## src/rtl/cpu_mem_pkg.sv

```systemverilog
// Shared types and defaults for the CPU-to-memory path.
//   state_t : arbiter FSM states (IDLE, ACCESS, DONE)
//   grant_t : requester identity (FETCH, DATA)
//   DEF_AW / DEF_DW : default address / data widths
//   CNT_W   : width of the access wait counter (WAIT_CYC up to 15)
package cpu_mem_pkg;

    localparam int unsigned DEF_AW = 16;
    localparam int unsigned DEF_DW = 16;
    localparam int unsigned CNT_W  = 4;

    typedef enum logic [1:0] {
        IDLE   = 2'd0,
        ACCESS = 2'd1,
        DONE   = 2'd2
    } state_t;

    typedef enum logic {
        FETCH = 1'b0,
        DATA  = 1'b1
    } grant_t;

endpackage

```

## src/rtl/mem_arbiter.sv

```systemverilog
// Two-requester arbiter sharing one single-port memory between the
// instruction-fetch stage and the load/store stage.
// Ports:
//   clk, rst                          clock, async active-high reset
//   if_req, if_addr                   fetch request / address
//   if_ack, if_rdata                  fetch completion pulse / fetched word
//   d_req, d_we, d_addr, d_wdata      data request, store flag, address, store data
//   d_ack, d_rdata                    data completion pulse / load result
//   mem_en, mem_we, mem_addr,         memory port (driven only during ACCESS;
//   mem_wdata, mem_rdata              address/wdata hold otherwise)
//   busy                              high whenever the FSM is not in IDLE
// Every output is a register; each one is computed from the next-state
// logic so that it lines up with the state it belongs to.
module mem_arbiter
    import cpu_mem_pkg::*;
#(
    parameter int unsigned AW       = DEF_AW,
    parameter int unsigned DW       = DEF_DW,
    parameter int unsigned WAIT_CYC = 2
)(
    input  logic          clk,
    input  logic          rst,
    input  logic          if_req,
    input  logic [AW-1:0] if_addr,
    output logic          if_ack,
    output logic [DW-1:0] if_rdata,
    input  logic          d_req,
    input  logic          d_we,
    input  logic [AW-1:0] d_addr,
    input  logic [DW-1:0] d_wdata,
    output logic          d_ack,
    output logic [DW-1:0] d_rdata,
    output logic          mem_en,
    output logic          mem_we,
    output logic [AW-1:0] mem_addr,
    output logic [DW-1:0] mem_wdata,
    input  logic [DW-1:0] mem_rdata,
    output logic          busy
);

    state_t             state, state_n;
    grant_t             last_grant, last_grant_n;
    grant_t             cur_grant, cur_grant_n;
    logic [CNT_W-1:0]   cnt, cnt_n;
    logic [AW-1:0]      mem_addr_n;
    logic [DW-1:0]      mem_wdata_n;
    logic [DW-1:0]      if_rdata_n, d_rdata_n;
    logic               mem_en_n, mem_we_n;
    logic               if_ack_n, d_ack_n, busy_n;
    logic               pick_data;

    // Data wins when alone, or in a contest when fetch was granted last.
    assign pick_data = d_req && (!if_req || (last_grant == FETCH));

    // Next-state and next-output logic.
    always_comb begin
        state_n      = state;
        last_grant_n = last_grant;
        cur_grant_n  = cur_grant;
        cnt_n        = cnt;
        mem_addr_n   = mem_addr;
        mem_wdata_n  = mem_wdata;
        if_rdata_n   = if_rdata;
        d_rdata_n    = d_rdata;
        mem_en_n     = 1'b0;
        mem_we_n     = 1'b0;
        if_ack_n     = 1'b0;
        d_ack_n      = 1'b0;

        case (state)
            IDLE: begin
                if (if_req || d_req) begin
                    state_n  = ACCESS;
                    cnt_n    = CNT_W'(WAIT_CYC - 1);
                    mem_en_n = 1'b1;
                    if (pick_data) begin
                        cur_grant_n = DATA;
                        mem_addr_n  = d_addr;
                        mem_wdata_n = d_wdata;
                        mem_we_n    = d_we;
                    end else begin
                        cur_grant_n = FETCH;
                        mem_addr_n  = if_addr;
                    end
                end
            end
            ACCESS: begin
                if (cnt == '0) begin
                    // Final access cycle: memory data is valid now.
                    state_n = DONE;
                    if (cur_grant == FETCH) begin
                        if_rdata_n = mem_rdata;
                        if_ack_n   = 1'b1;
                    end else begin
                        if (!mem_we) begin
                            d_rdata_n = mem_rdata;
                        end
                        d_ack_n = 1'b1;
                    end
                end else begin
                    cnt_n    = cnt - CNT_W'(1);
                    mem_en_n = 1'b1;
                    mem_we_n = mem_we;
                end
            end
            DONE: begin
                // Separating cycle: a request still high here is not re-seen.
                state_n      = IDLE;
                last_grant_n = cur_grant;
            end
            default: begin
                state_n = IDLE;
            end
        endcase

        busy_n = (state_n != IDLE);
    end

    // State and registered outputs.
    always_ff @(posedge clk or posedge rst) begin
        if (rst) begin
            state      <= IDLE;
            last_grant <= FETCH;
            cur_grant  <= FETCH;
            cnt        <= '0;
            mem_addr   <= '0;
            mem_wdata  <= '0;
            if_rdata   <= '0;
            d_rdata    <= '0;
            mem_en     <= 1'b0;
            mem_we     <= 1'b0;
            if_ack     <= 1'b0;
            d_ack      <= 1'b0;
            busy       <= 1'b0;
        end else begin
            state      <= state_n;
            last_grant <= last_grant_n;
            cur_grant  <= cur_grant_n;
            cnt        <= cnt_n;
            mem_addr   <= mem_addr_n;
            mem_wdata  <= mem_wdata_n;
            if_rdata   <= if_rdata_n;
            d_rdata    <= d_rdata_n;
            mem_en     <= mem_en_n;
            mem_we     <= mem_we_n;
            if_ack     <= if_ack_n;
            d_ack      <= d_ack_n;
            busy       <= busy_n;
        end
    end

endmodule

```

## config.mk

```make
export PLATFORM = sky130hd
export DESIGN_NAME = mem_arbiter
export DESIGN_NICKNAME = d
export VERILOG_FILES = /design/src/rtl/cpu_mem_pkg.sv /design/src/rtl/mem_arbiter.sv
export SDC_FILE = /design/constraint.sdc
export NUM_CORES = 1
export LEC_CHECK = 0
export ABC_CLOCK_PERIOD_IN_PS = 4330
export CORE_MARGIN = 4
export CORE_UTILIZATION = 25
export DETAILED_ROUTE_END_ITERATION = 12
export MAX_ROUTING_LAYER = met4
export REMOVE_ABC_BUFFERS = 1
export SETUP_SLACK_MARGIN = 0.4
export SLEW_MARGIN = 15
export SYNTH_ARGS = -nofsm -noshare
export SYNTH_HDL_FRONTEND = slang
export SYNTH_SLANG_ARGS = --single-unit
```

## constraint.sdc

```tcl
create_clock -name clk -period 4.33 [get_ports clk]
set_input_delay 0.6495 -clock clk [delete_from_list [all_inputs] [get_ports clk]]
set_output_delay 0.6495 -clock clk [all_outputs]
set_load 0.05 [all_outputs]
```

==> results of run 1 <==
-- cells by family (layout without fill, tap and decap cells) --
logic type / Yosys count / count (layout)
buffers and inverters: 21 / 160
muxes: 49 / 49
AOI/OAI and AO/OA: 45 / 45
and+or+nand+nor: 52 / 52
DFF: 77 / 77
adders and majority gates: 2 / 2
-- cell type report --
type	instances	area, um^2
timing repair buffer	140	1390
clock inverter	3	15.0
sequential	77	1930
tap	168	210
inverter	6	23.8
multi-input combinational	148	1120
fill	1225	7280
clock buffer	11	233
-- worst reg2reg max path, cell delays in order (launching register included) --
cell and delay [ps]:
dfrtp_1 520, or3b_1 490, or3_1 710, mux2_2 420
-- cells in the mapped netlist, types with 2 or more instances --
| cell type | n |
|---|---|
| a31oi_1 | 16 |
| mux2_4 | 10 |
| nand3_1 | 2 |
| buf_6 | 2 |
| buf_2 | 3 |
| inv_1 | 6 |
| dfrtp_1 | 77 |
| nor2_1 | 3 |
| nor3_1 | 2 |
| o21ai_0 | 3 |
| clkbuf_1 | 8 |
| mux2_2 | 39 |
| o31ai_1 | 3 |
| nand2_1 | 34 |
| ha_1 | 2 |
| a21oi_1 | 17 |
| a211oi_1 | 3 |
-- worst min path at each step --
stage / from / endpoint / cells after the start
2_1_floorplan: last_grant / last_grant / 2
3_3_place_gp: d_rdata[8] / d_rdata[8] / 1
3_5_place_dp: d_rdata[13] / d_rdata[13] / 1
4_1_cts: d_rdata[13] / d_rdata[13] / 1
5_1_grt: if_rdata[14] / if_rdata[14] / 1
6_report: if_rdata[3] / if_rdata[3] / 1
-- metrics by stage --
step	setup WS, ps	area, um^2	power [mW]	std cells	hold WS [ps]
floorplan	1710	3070	3.03	231	497
global placement	1890	4680	3.93	539	488
detailed placement	1840	4680	3.96	539	492
CTS	2070	4930	4.63	553	505
global route	1940	4930	4.81	553	525
finish	2080	4930	4.56	553	502
-- report_power, final --
part,switching [mW],internal [mW]
clock,0.260,0.378
combinational,1.65,0.981
sequential,0.207,1.08
total,2.12,2.44
-- registers in the layout, summed over array words and instances (netlist names) --
signal and cells:
mem_addr 16, state 2, cnt 4, busy 1, d_ack 1, mem_en 1, d_rdata 16, mem_wdata 16
last_grant 1, if_rdata 16, cur_grant 1, if_ack 1, mem_we 1
-- metal layers --
layer / wire length, um / track usage [%] / vias to the layer above
met1: 3930 / 15.4 / 1160
met5: 0 / - / -
met4: 89 / 3.82 / 0
li1: - / - / 1136
met3: 685 / 4.86 / 8
met2: 3350 / 16.0 / 109
==> qor.yml, run 1 <==
holdBufCountCts: 0
clkTransAtPathRegs_ps: 50
grt_pass1_vias: 2583
post_cts_resized: 0
port_buffers: 137
drtIter0Drc: 93
synth_cell_types: 33
ys_warn_count: 0
yosysSeqAreaShare_pct: 61.0
slew_viol_final: 0
cts_tree: "built"
synth_top_family_by_area: "multiplexers"
start_util_pct: 25.9
vdd_drop_max_uv: 441
cp.depth: 3
layout_common_cells: "137 x clkdlybuf4s50_1, 77 x dfrtp_1, 39 x mux2_2"
ios: 138
tns_ps: 0
num_antenna_cells: 0
synth.area.mux_share_pct: 18.6
cp-end-kind: "flip-flop"
finalCriticalPeriod_ps: 2250
synth-xor-area-share_pct: 0
crit_arrival_ps: 2450
synth-edff-count: 0
syn_avg_cell_area_um2: 12.8
vias: 2413
startpoint_type: "flip-flop"
crit_path_top_delay_cell: "or3_1"
cp_cell_sequence: "or3b_1 > or3_1 > mux2_2"
die_w_um: 120
cts.sinks: 77
clockBufferDepth: 2
critPathKind: "reg2reg"
relSlewSlack_pct: 43.4
cp_max_fo: 17
avgRoutedWirePerCell_um: 14.6
clock_latency_ps: 320
max_stage_delay_ps: 710
final_common_cell: "clkdlybuf4s50_1"
rrSetupSlack_ps: 2080
grt_pass1_wl_um: 13000
setup_violations: 0
synth-compound-area-share_pct: 8.51
place_hpwl_um: 5930
worst_slew_pin_slew_ps: 848
synth_top_area_share_pct: 61.0
hp-class: "reg2reg"
max_freq_mhz: 444
p_per_area_mw_per_mm2: 926
die-area_mm2: 0.0145
synth_top_cell_by_area: "dfrtp_1"
crit_end: "if_rdata[14]"
min_period_over_period_pct: 52.0
drcViolationCount: 0
required_ps: 4530
yosys-top-cells-area: "dfrtp_1 61%, mux2_2 14%, mux2_4 4.8%, nand2_1 4.0%, a31oi_1 3.2%"
drv_cap: 0
fin_worst_skew_ps: 3.85
ys_seq_elements: 77
status: "finished, final reports clean"
postRouteAntennaNets: 0
drive_gt1_share_pct: 17.7
synthCells: 246
gp_congestion: 0.785
p_leak_nw: 2.07
viasPerCell: 4.36
cts_made_buffers: 9
grt_max_degree: 50
dr.pass1.iters: 4
grt_overflow_total: 0
synth_simple_gate_area_share_pct: 7.64
die_y_um: 120
antenna_found_initial: 0
rsz0062_at_grt: "false"
synth_ff_type: "dfrtp_1"
worst_r2r_endpoint: "if_rdata[14]"
area_delta_synth_final_pct: 55.9
async_flop_share_pct: 100
root_buffer: "clkbuf_16"
coreArea_mm2: 0.0122
crit_start: "state[0]"
synthAdderAreaFrac_pct: 0.792
reg2regPathDepth: 3
drt-total-wl_um: 8060
path_buf_inv: 0
hold_viol: 0
track_usage_pct: 11.6
cp_top_family: "simple AND/OR/NAND/NOR gates"
synth_area_mm2: 0.00316
final_util_pct: 40.3
num_rows: 40
cts_setup_buffers: 0
nets: 453
r2r_start: "state[0]"
h-tree-depth: 3
No activity file was read; power rests on OpenSTA's default activity.
==> inputs of run 2 (changes only) <==
ABC_CLOCK_PERIOD_IN_PS = 1900   (was 4330)
clock period = 1.9 ns   (was 4.33 ns; I/O delays follow)
==> run 2 against run 1 <==
Effect of this change:
- design area increased by 4.2%
- non-clock buffer count increased by 17
- sequential share of layout area decreased by 1.6 points
- register-to-register slack got worse by 2000 ps
- critical endpoint is now d_rdata[0]
==> qor.yml, run 2 (same netlist as run 1, synthesis figures left out) <==
grt_pass1_vias: 2716  # +5.1%
startpoint_type: "flip-flop"
clkTransAtPathRegs_ps: 60  # about the same
final_common_cell: "dfrtp_1"
postLayoutCellArea_mm2: 0.00513  # +4.2%
avgRoutedWirePerCell_um: 15.3  # +5.2%
crit_end: "d_rdata[0]"
drtIter0Drc: 99  # +6.5%
max_freq_mhz: 545  # +23%
relSlewSlack_pct: 66.2  # +23 points
fin_hold_ws_ps: 355  # -147 ps
p_per_area_mw_per_mm2: 2130  # +130%
dr.pass1.iters: 4  # unchanged
min_period_over_period_pct: 96.6  # +45 points
cts_tree: "built"
track_usage_pct: 12.7  # +1.1 points
drcViolationCount: 0  # unchanged
num_rows: 40  # unchanged
finalCriticalPeriod_ps: 1830  # -415 ps
grt_overflow_total: 0  # unchanged
critPathKind: "reg2reg"
worst_r2r_endpoint: "d_rdata[0]"
dpl_cell_area_mm2: 0.00482  # +2.9%
num_antenna_cells: 0  # unchanged
antenna_found_initial: 0  # unchanged
drive_gt1_share_pct: 38.9  # +21 points
cts_made_buffers: 9  # unchanged
max_stage_delay_ps: 590  # -120 ps
viasPerCell: 4.39  # +0.60%
crit_start: "cnt[2]"
status: "finished, final reports clean"
grt_pass1_wl_um: 14200  # +9.3%
p_leak_nw: 2.26  # +9.2%
crit_arrival_ps: 2060  # -390 ps
r2r_start: "cnt[2]"
root_buffer: "clkbuf_16"
rrSetupSlack_ps: 70  # -2010 ps
cts.sinks: 77  # unchanged
grt_max_degree: 78  # +56%
h-tree-depth: 3  # unchanged
drt-total-wl_um: 8770  # +8.8%
worst_slew_pin_slew_ps: 509  # -339 ps
rsz0062_at_grt: "true"
clockBufferDepth: 2  # unchanged
multi_input_area_mm2: 0.00118  # +5.0%
hp-class: "in2async"
layout_common_cells: "77 x dfrtp_1, 68 x clkdlybuf4s50_1, 39 x mux2_2"
area_delta_synth_final_pct: 62.4
gp_congestion: 0.796  # +1.3%
crit_path_top_delay_cell: "or4_4"
cp_max_fo: 8  # -9
clock_latency_ps: 330  # about the same
start_util_pct: 25.9  # unchanged
fin_worst_skew_ps: 3.70  # -0.150 ps
die_y_um: 120  # unchanged
fill_cells: 1177  # -3.9%
drv_cap: 0  # unchanged
setup_violations: 0  # unchanged
regArea_mm2: 0.00193  # unchanged
required_ps: 2120  # -2410 ps
die_w_um: 120  # unchanged
die-area_mm2: 0.0145  # unchanged
ios: 138  # unchanged
p_total_mw: 10.9  # +140%
reg2regPathDepth: 3  # unchanged
cp_cell_sequence: "or3b_4 > or4_4 > mux2_4"
holdBufCountCts: 0  # unchanged
vias: 2511  # +4.1%
postRouteAntennaNets: 0  # unchanged
vdd_drop_max_uv: 786  # +78%
port_buffers: 137  # unchanged
coreArea_mm2: 0.0122  # unchanged
hold_viol: 0  # unchanged
nets: 471  # +4.0%
cp-end-kind: "flip-flop"
slew_viol_final: 0  # unchanged
place_hpwl_um: 6100  # +2.9%
-- run 2: cell count changes in the layout (fill, tap and decap cells not counted), sizes merged --
cell / delta
clkdlybuf4s50: -69
clkdlybuf4s15: +38
clkbuf: +27
buf: +19
bufinv: +3
clkinv: -1
dlygate4sd2: +1
or4: +1
-- run 2: routing by layer --
layer | wire [um] | track usage (%) | up-vias
met1 | 3930 | 16.2 | 1208
li1 | - | - | 1167
met2 | 3910 | 18.3 | 124
met5 | 0 | - | -
met3 | 759 | 4.91 | 12
met4 | 170 | 5.10 | 0
-- run 2: per-stage QoR --
step	utilization (%)	std cells	TNS, ps	worst slack [ps]
detailed placement	39.4	551	0	16.5
CTS	43.1	572	0	26.4
finish	42.0	572	0	65.2
global placement	39.4	551	0	71.5
global route	42.0	572	0	43.2
floorplan	-	231	-30000	-352
-- run 2: where the power goes --
part           internal, mW  total, mW  switching, mW
combinational          2.10       6.05           3.95
clock                  1.27       1.93          0.659
sequential             2.47       2.93          0.458
-- run 2: worst max-delay path: cells and delay by family (launching register included) --
kind,cells,cell delay [ps]
AND/OR/NAND/NOR,2,1020
flip-flops,1,380
multiplexers,1,320
-- run 2: area by class of cell --
class / count / share of cell area, %
sequential: 77 / 37.5
timing repair buffer: 157 / 28.5
multi-input combinational: 149 / 23.0
clock buffer: 10 / 4.46
tap: 168 / 4.10
clock inverter: 5 / 1.95
inverter: 6 / 0.463
-- run 2: worst min path at each step --
stage / end / slack (ps)
2_1_floorplan: d_rdata[0] / 430
3_3_place_gp: mem_wdata[3] / 490
3_5_place_dp: mem_wdata[8] / 490
4_1_cts: if_rdata[3] / 360
5_1_grt: d_rdata[10] / 400
6_report: d_rdata[10] / 350
-- run 2: repair_timing --
action                                  CTS  global route
buffers inserted                          5             0
pin swaps                                 5             3
cloned                                    1             0
resized for setup                       175            33
endpoints found under the setup margin  104            88
